**src/rtl/cond_exec_ctrl.sv**
```systemverilog
// cond_exec_ctrl
//   Conditional-execution sequencer. Owns the architectural NZCV flags
//   register, accepts one instruction at a time, evaluates its condition
//   field against the registered flags, then either drives the execute
//   datapath (waiting on the ALU with a watchdog) or annuls the instruction.
//
// Ports
//   Clk        in   clock, rising edge
//   Reset_n    in   synchronous reset, active-low
//   IR         in   instruction, IR[31:28] condition field
//   IR_valid   in   instruction presented
//   IR_ready   out  block can accept an instruction (IDLE)
//   Alu_flags  in   ALU result flags {C,N,V,Z}
//   Alu_done   in   ALU operation complete (sampled in EXEC only)
//   Flag_wr    in   external flags write
//   Flag_wdata in   external flags write data {C,N,V,Z}
//   Flags      out  flags register {C,N,V,Z}
//   Exec_en    out  high in every EXEC cycle
//   Retire     out  1-cycle pulse, instruction executed
//   Skip       out  1-cycle pulse, condition failed
//   Undef      out  1-cycle pulse, condition 4'b1111
//   Err        out  1-cycle pulse, ALU watchdog expired
module cond_exec_ctrl #(
  parameter int unsigned TIMEOUT  = 16,
  parameter int unsigned SBIT_POS = 20
) (
  input  logic        Clk,
  input  logic        Reset_n,
  input  logic [31:0] IR,
  input  logic        IR_valid,
  output logic        IR_ready,
  input  logic [3:0]  Alu_flags,
  input  logic        Alu_done,
  input  logic        Flag_wr,
  input  logic [3:0]  Flag_wdata,
  output logic [3:0]  Flags,
  output logic        Exec_en,
  output logic        Retire,
  output logic        Skip,
  output logic        Undef,
  output logic        Err
);

  localparam int unsigned   CW       = $clog2(TIMEOUT) + 1;
  localparam logic [CW-1:0] CNT_LAST = CW'(TIMEOUT - 1);

  typedef enum logic [1:0] {IDLE, EVAL, EXEC, DONE} state_t;
  typedef enum logic [1:0] {RES_RETIRE, RES_SKIP, RES_UNDEF, RES_ERR} result_t;

  state_t        state, state_nx;
  result_t       result, result_nx;
  logic [CW-1:0] cnt, cnt_nx;
  logic [3:0]    cond_q;
  logic          sbit_q;
  logic [3:0]    flags_q;
  logic          ld_ir;
  logic          alu_wb;
  logic          pass;
  logic          fc, fn, fv, fz;

  // Only the condition field and the S bit of the instruction are needed.
  logic unused_ir;
  assign unused_ir = ^IR;

  assign {fc, fn, fv, fz} = flags_q;

  always_comb begin
    pass = 1'b0;
    case (cond_q)
      4'h0: pass = fz;
      4'h1: pass = !fz;
      4'h2: pass = fc;
      4'h3: pass = !fc;
      4'h4: pass = fn;
      4'h5: pass = !fn;
      4'h6: pass = fv;
      4'h7: pass = !fv;
      4'h8: pass = fc && !fz;
      4'h9: pass = !fc || fz;
      4'hA: pass = (fn == fv);
      4'hB: pass = (fn != fv);
      4'hC: pass = !fz && (fn == fv);
      4'hD: pass = fz || (fn != fv);
      4'hE: pass = 1'b1;
      default: pass = 1'b0;
    endcase
  end

  always_comb begin
    state_nx  = state;
    result_nx = result;
    cnt_nx    = cnt;
    case (state)
      IDLE: if (IR_valid) state_nx = EVAL;
      EVAL: begin
        if (cond_q == 4'hF) begin
          result_nx = RES_UNDEF;
          state_nx  = DONE;
        end else if (pass) begin
          cnt_nx   = '0;
          state_nx = EXEC;
        end else begin
          result_nx = RES_SKIP;
          state_nx  = DONE;
        end
      end
      EXEC: begin
        if (Alu_done) begin
          result_nx = RES_RETIRE;
          state_nx  = DONE;
        end else if (cnt == CNT_LAST) begin
          result_nx = RES_ERR;
          state_nx  = DONE;
        end else begin
          cnt_nx = cnt + 1'b1;
        end
      end
      DONE:    state_nx = IDLE;
      default: state_nx = IDLE;
    endcase
  end

  assign ld_ir  = (state == IDLE) && IR_valid;
  assign alu_wb = (state == EXEC) && Alu_done && sbit_q;

  always_ff @(posedge Clk) begin
    if (!Reset_n) begin
      state   <= IDLE;
      result  <= RES_RETIRE;
      cnt     <= '0;
      cond_q  <= '0;
      sbit_q  <= 1'b0;
      flags_q <= '0;
    end else begin
      state  <= state_nx;
      result <= result_nx;
      cnt    <= cnt_nx;
      if (ld_ir) begin
        cond_q <= IR[31:28];
        sbit_q <= IR[SBIT_POS];
      end
      // ALU writeback takes priority over a simultaneous external write.
      if (alu_wb)
        flags_q <= Alu_flags;
      else if (Flag_wr)
        flags_q <= Flag_wdata;
    end
  end

  assign Flags    = flags_q;
  assign IR_ready = (state == IDLE);
  assign Exec_en  = (state == EXEC);
  assign Retire   = (state == DONE) && (result == RES_RETIRE);
  assign Skip     = (state == DONE) && (result == RES_SKIP);
  assign Undef    = (state == DONE) && (result == RES_UNDEF);
  assign Err      = (state == DONE) && (result == RES_ERR);

endmodule

```
**config.mk**
```make
export PLATFORM = sky130hd
export DESIGN_NAME = cond_exec_ctrl
export DESIGN_NICKNAME = d
export VERILOG_FILES = /design/src/rtl/cond_exec_ctrl.sv
export SDC_FILE = /design/constraint.sdc
export NUM_CORES = 1
export LEC_CHECK = 0
export CELL_PAD_IN_SITES_DETAIL_PLACEMENT = 0
export CELL_PAD_IN_SITES_GLOBAL_PLACEMENT = 1
export CORE_ASPECT_RATIO = 0.6
export CORE_UTILIZATION = 39
export DETAILED_ROUTE_END_ITERATION = 6
export DONT_BUFFER_PORTS = 1
export MAX_ROUTING_LAYER = met4
export PLACE_DENSITY_LB_ADDON = 0.1
export SYNTH_ARGS = -nofsm -noshare
export SYNTH_HDL_FRONTEND = slang
export SYNTH_SLANG_ARGS = --single-unit
```
**constraint.sdc**
```tcl
create_clock -name Clk -period 1.9 [get_ports Clk]
set_input_delay 0.57 -clock Clk [delete_from_list [all_inputs] [get_ports Clk]]
set_output_delay 0.57 -clock Clk [all_outputs]
set_load 0.02 [all_outputs]
```
Yosys cells after proc, flatten, opt, wreduce, memory -nomap -nowiden
Cells that the tools add are included.
- equal/unequal tests: 31
- muxes and demuxes: 18
- reductions and logical operators: 23
- $add $sub $neg: 1
- operator list (kind ; count):
    == test 4 bit, second input constant ; 8
    two-way mux 5 bit ; 4
    == test 4 x 3 -> 1 bit, second input constant ; 4
    case mux 1 bit (15 select lines) ; 1
    two-way mux 2 bit ; 6
    != test 2 bit, second input constant ; 5
    case mux 5 bit (2 select lines) ; 1
    logical AND 1 bit ; 9
    == test 2 bit, second input constant ; 4
    == test 4 x 2 -> 1 bit, second input constant ; 2
    two-way mux 4 bit ; 2
    case mux 2 bit (4 select lines) ; 1
    adder 5 x 1 -> 5 bit, second input constant ; 1
    == test 5 x 4 -> 1 bit, second input constant ; 1
    AND reduction 5 bit ; 1
    == test 2 x 1 -> 1 bit, second input constant ; 2
    == test 4 x 1 -> 1 bit, second input constant ; 1
    zero test 1 bit ; 4
    zero test 2 bit ; 2
    zero test 4 bit ; 1
    case mux 2 bit (2 select lines) ; 1
    nonzero test 2 bit ; 2
    != test 3 x 2 -> 1 bit, second input constant ; 1
    != test 3 bit, second input constant ; 1
    other kinds (6) ; 8
- register bits after elaboration: 18
- bits of input ports: 45
- output and inout bits: 10
- word-level logic and storage cells: 79

Longest topological paths before layout
- word-level depth: 6
- depth in mapped cells: 8
- gate-level depth less buffers: 8

Worst setup path after synthesis
No wires, ideal clock.
- kind: flip-flop to flip-flop
- start point: register flags_q[0], in the netlist Flags[0]
- end point: register result[1]
- required time: 1.838 ns
- period minus slack after synthesis: 1.885 ns
- arrival time: 1.823 ns
- stages on the path, launching flop included: 6
- setup slack: 0.015 ns
- cells stage by stage: dfxtp_1 -> a211oi_1 -> a221o_1 -> o311a_1 -> or4_1 -> nand3_1
- word-level cells in the longest chain between the ends: 5
- elaborated cells between the ends (all ways): 8
- RTL lines (element ; RTL line ; text):
    start, declared ; 55 ; logic [3:0] flags_q;
    start signal, assigned ; 144 ; flags_q <= Alu_flags;
    start signal, assigned ; 146 ; flags_q <= Flag_wdata;
    zero test 1 bit ; 71, 78, 82 ;
    logical AND 1 bit, on equally long branches ; 82, 78 ;
    case mux 1 bit (15 select lines) * ; 69 ; case (cond_q)
    != test 3 bit (no line) * ; -- ;
    AND reduction 3 bit (no line) * ; -- ;
    end signal, assigned ; 136 ; result <= result_nx;
    end, declared ; 51 ; result_t result, result_nx;
Every way passes the cells marked *; elsewhere a longest branch is shown, timed or not.
A chain may end at the register's enable or synchronous reset.

Worst setup path in the final report
Same ends and word-level chain as after synthesis.

==> impl_metrics.yaml <==
power_and_ir_drop:
  p_comb_frac: 0.510
  power.leakage_nw: 0.6810
  power.density_nw_per_um2: 1054
  irDropWorstVdd_uv: 580.3
  p_int_mw: 1.021
  clockPowerShare: 0.193
  switching_power_mw: 0.7599
  swShare: 0.4267
  seqPwrFrac: 0.297
clock_tree:
  htreeDepth: 1
  path_clk_slew_ps: 90
  clockRootBuffer: "clkbuf_8"
  cts_buffers: 3
  tritoncts: "yes"
  cts_buffer_depth: 2
  ctsHoldBuffers: 0
  cts.sinks: 18
  insertion_delay_ps: 270
hold_path:
  hold_path_class: "primary input to flip-flop"
  holdPathEnd: "Flags[0]$_SDFFE_PN0P_"
  whs_path_depth: 1
  hp-start: "Reset_n"
grt:
  grtUsageTotal: 0.2145
  overflow: 0
  antenna_found_initial: 0
  grt_max_degree: 28
  grt_pass1_vias: 1116
  grt_pass1_wl_um: 5609
synth:
  synth_top_flop_cell: "dfxtp_1"
  post_synth_instance_area_um2: 1299
  ys_seq_area_frac: 0.2775
  synth.distinct_cells: 48
  ys_ff_latch: 18
  async_flop_share: 0
  syn_area_per_cell_um2: 8.017
  synth_fp_nets: 213
  synth_edf_count: 0
  yosysWarnings: 0
  netlist_instances: 162
route:
  wl_per_cell_um: 16.19
  vias_per_cell: 6.031
  drt_wl_total_um: 3707
  ant_nets: 0
  drcViolationCount: 0
  first_pass_iters: 4
  route.vias.total: 1381
  drt_iter0_markers: 122
timing:
  setup_tns_ps: 0
  grt_setup_unrepaired: "true"
  period_share: 0.9641
  setup_viol: 0
  setup_slack_ps: 68.17
  skew_ps: 13.68
  worst_pin_slew_ps: 443.2
  max_freq_mhz: 545.9
  hold_viol: 0
  layout_min_cycle_time_ps: 1832
  maxSlewViolCount: 0
  relSlewSlack: 0.7045
die:
  chipHeight_um: 46.70
  core-area_um2: 3022
  fp.dieW_um: 76.50
  num_rows: 15
  start_util: 0.4298
  dieArea_um2: 3573
  ios: 55
layout:
  layout-drive-gt1-share: 0.3369
  diodes: 0
  syn_to_final_growth_pct: 30.06
  fin_nets: 239
  nFillCells: 291
placement:
  portBuffers: 0
  gp_congestion: 0.7561
  post-place-ws_ps: -61.73
  hpwl_um: 2629
worst_setup_path:
  critPathKind: "flip-flop to flip-flop"
  end_kind: "flip-flop"
  cp.arrival_ps: 2050
  rr_worst_depth: 5
  r2r_setup_slack_ps: 70
  r2r_start: "Flags[0]$_SDFFE_PN0P_"
  start_kind: "flip-flop"
  cp_max_fo: 6
  worstPathRequired_ps: 2120
  r2r_end: "result[1]$_SDFFE_PN0P_"
outcome:
  status: "finished clean"
flow_run:
  drv_cap: 0
## cells in the final DEF, fill, tap and decap left out, types with 2 or more instances in the layout
master    instances
a311o_1           2
and3_1            2
clkbuf_8          4
dfxtp_4           2
buf_4            29
nand4b_1          2
dfxtp_2           7
nand3_1          11
a21oi_1           5
o211ai_1          3
nand2b_1          4
mux2i_1           6
a31oi_1           3
nor2_1            6
nor2b_1           2
inv_2             2
dfxtp_1           9
o21ai_1           2
ha_2              4
nand2_1          23
o32ai_1           5
nand4_1           2
o211a_1           5
ha_1              2
nor3_1            2
a21boi_0          5
o21ai_0           2
inv_1             7
## synth_stat cells (2+ instances only)
master,instances,share of area
nand4b_1,2,0.013
a31oi_1,4,0.019
o211a_1,5,0.039
mux2i_1,6,0.046
dfxtp_1,18,0.28
nand2b_1,4,0.019
or4_1,2,0.012
nor3_1,2,0.0077
a21boi_0,5,0.029
a21oi_1,5,0.019
a311o_1,2,0.015
o32ai_1,5,0.034
inv_1,7,0.020
o21ai_0,3,0.012
ha_1,6,0.058
nand4_1,2,0.0096
clkbuf_1,5,0.014
nor2_1,7,0.020
nand2_1,24,0.069
o211ai_1,3,0.017
nor2b_1,2,0.0096
buf_2,3,0.012
and3_1,2,0.0096
nand3_1,12,0.046
a32oi_1,2,0.013
inv_2,2,0.0058
## per-layer routing
| metal | share of wire | track usage | vias up | wire length (µm) |
|---|---|---|---|---|
| li1 | - | - | 670 | - |
| met1 | 0.52 | 0.3110 | 668 | 1917 |
| met2 | 0.43 | 0.3081 | 39 | 1586 |
| met3 | 0.049 | 0.04356 | 4 | 182 |
| met4 | 0.0057 | 0.03077 | 0 | 21 |
| met5 | 0 | - | - | 0 |
## worst max-delay path by stage
stage               slack [ps]  cells past startpoint                    from                     end
floorplan                   20                      5   Flags[0]$_SDFFE_PN0P_  result[1]$_SDFFE_PN0P_
global placement         -0.09                      6   Flags[1]$_SDFFE_PN0P_     cnt[4]$_SDFFE_PN0P_
detailed placement         -60                      6  cond_q[3]$_SDFFE_PN0P_     cnt[4]$_SDFFE_PN0P_
CTS                         10                      6   Flags[2]$_SDFFE_PN0P_  result[1]$_SDFFE_PN0P_
global route               -20                      8     cnt[0]$_SDFFE_PN0P_  result[1]$_SDFFE_PN0P_
finish                      70                      5   Flags[0]$_SDFFE_PN0P_  result[1]$_SDFFE_PN0P_
## critical path, cell delays in order, from the launching register on
cell	delay, ps
dfxtp_2	400
a211oi_1	70
a221o_1	370
o311a_1	340
or4_4	520
nand3_1	90
## power by group through the flow
stage / combinational, mW / clock, mW / sequential, mW
after floorplan: 0.558 / 0 / 0.502
after global placement: 0.746 / 0 / 0.516
after detailed placement: 0.760 / 0 / 0.521
after CTS: 0.777 / 0.339 / 0.514
after global routing: 0.991 / 0.361 / 0.542
final: 0.909 / 0.343 / 0.529
## area by class of cell
type,instances,area [µm²],share of cell area
inverter,9,33.78,0.02000
timing repair buffer,30,229.0,0.1356
multi-input combinational,126,942.2,0.5578
sequential,18,376.6,0.2230
clock buffer,4,55.05,0.03259
tap,42,52.55,0.03111
## what timing repair did
item	in CTS	in global routing
pin swaps	2	6
endpoints found under the setup margin	5	11
setup buffers	1	7
gates resized for setup	4	26
## stage by stage
step | cell area [µm²] | utilization | hold WS (ps) | total power [mW] | instances
after floorplan | 1299 | - | 443.7 | 1.060 | 162
after global placement | 1475 | 0.4882 | 461.5 | 1.263 | 217
after detailed placement | 1475 | 0.4882 | 470.9 | 1.281 | 217
after CTS | 1550 | 0.5130 | 430.7 | 1.630 | 222
after global routing | 1689 | 0.5590 | 429.8 | 1.894 | 229
final | 1689 | 0.5590 | 435.6 | 1.781 | 229
## cells by family (layout without fill, tap and decap cells)
| kind of cell | Yosys count | after routing | share of synthesized area |
|---|---|---|---|
| AO/OA/AOI/OAI | 46 | 46 | 0.2861 |
| XOR/XNOR | 1 | 1 | 0.006745 |
| adder cells (fa/ha/maj) | 6 | 6 | 0.05780 |
| buffers and inverters | 18 | 43 | 0.05781 |
| flip-flops | 18 | 18 | 0.2775 |
| multiplexers | 7 | 7 | 0.05491 |
| AND/OR/NAND/NOR | 66 | 66 | 0.2592 |
## state kept, by name (all words and copies together), names as in the netlist
name / flops
sbit_q: 1
cond_q: 4
Flags: 4
cnt: 5
state: 2
result: 2
Note: power is estimated with default switching activity, not from simulation.
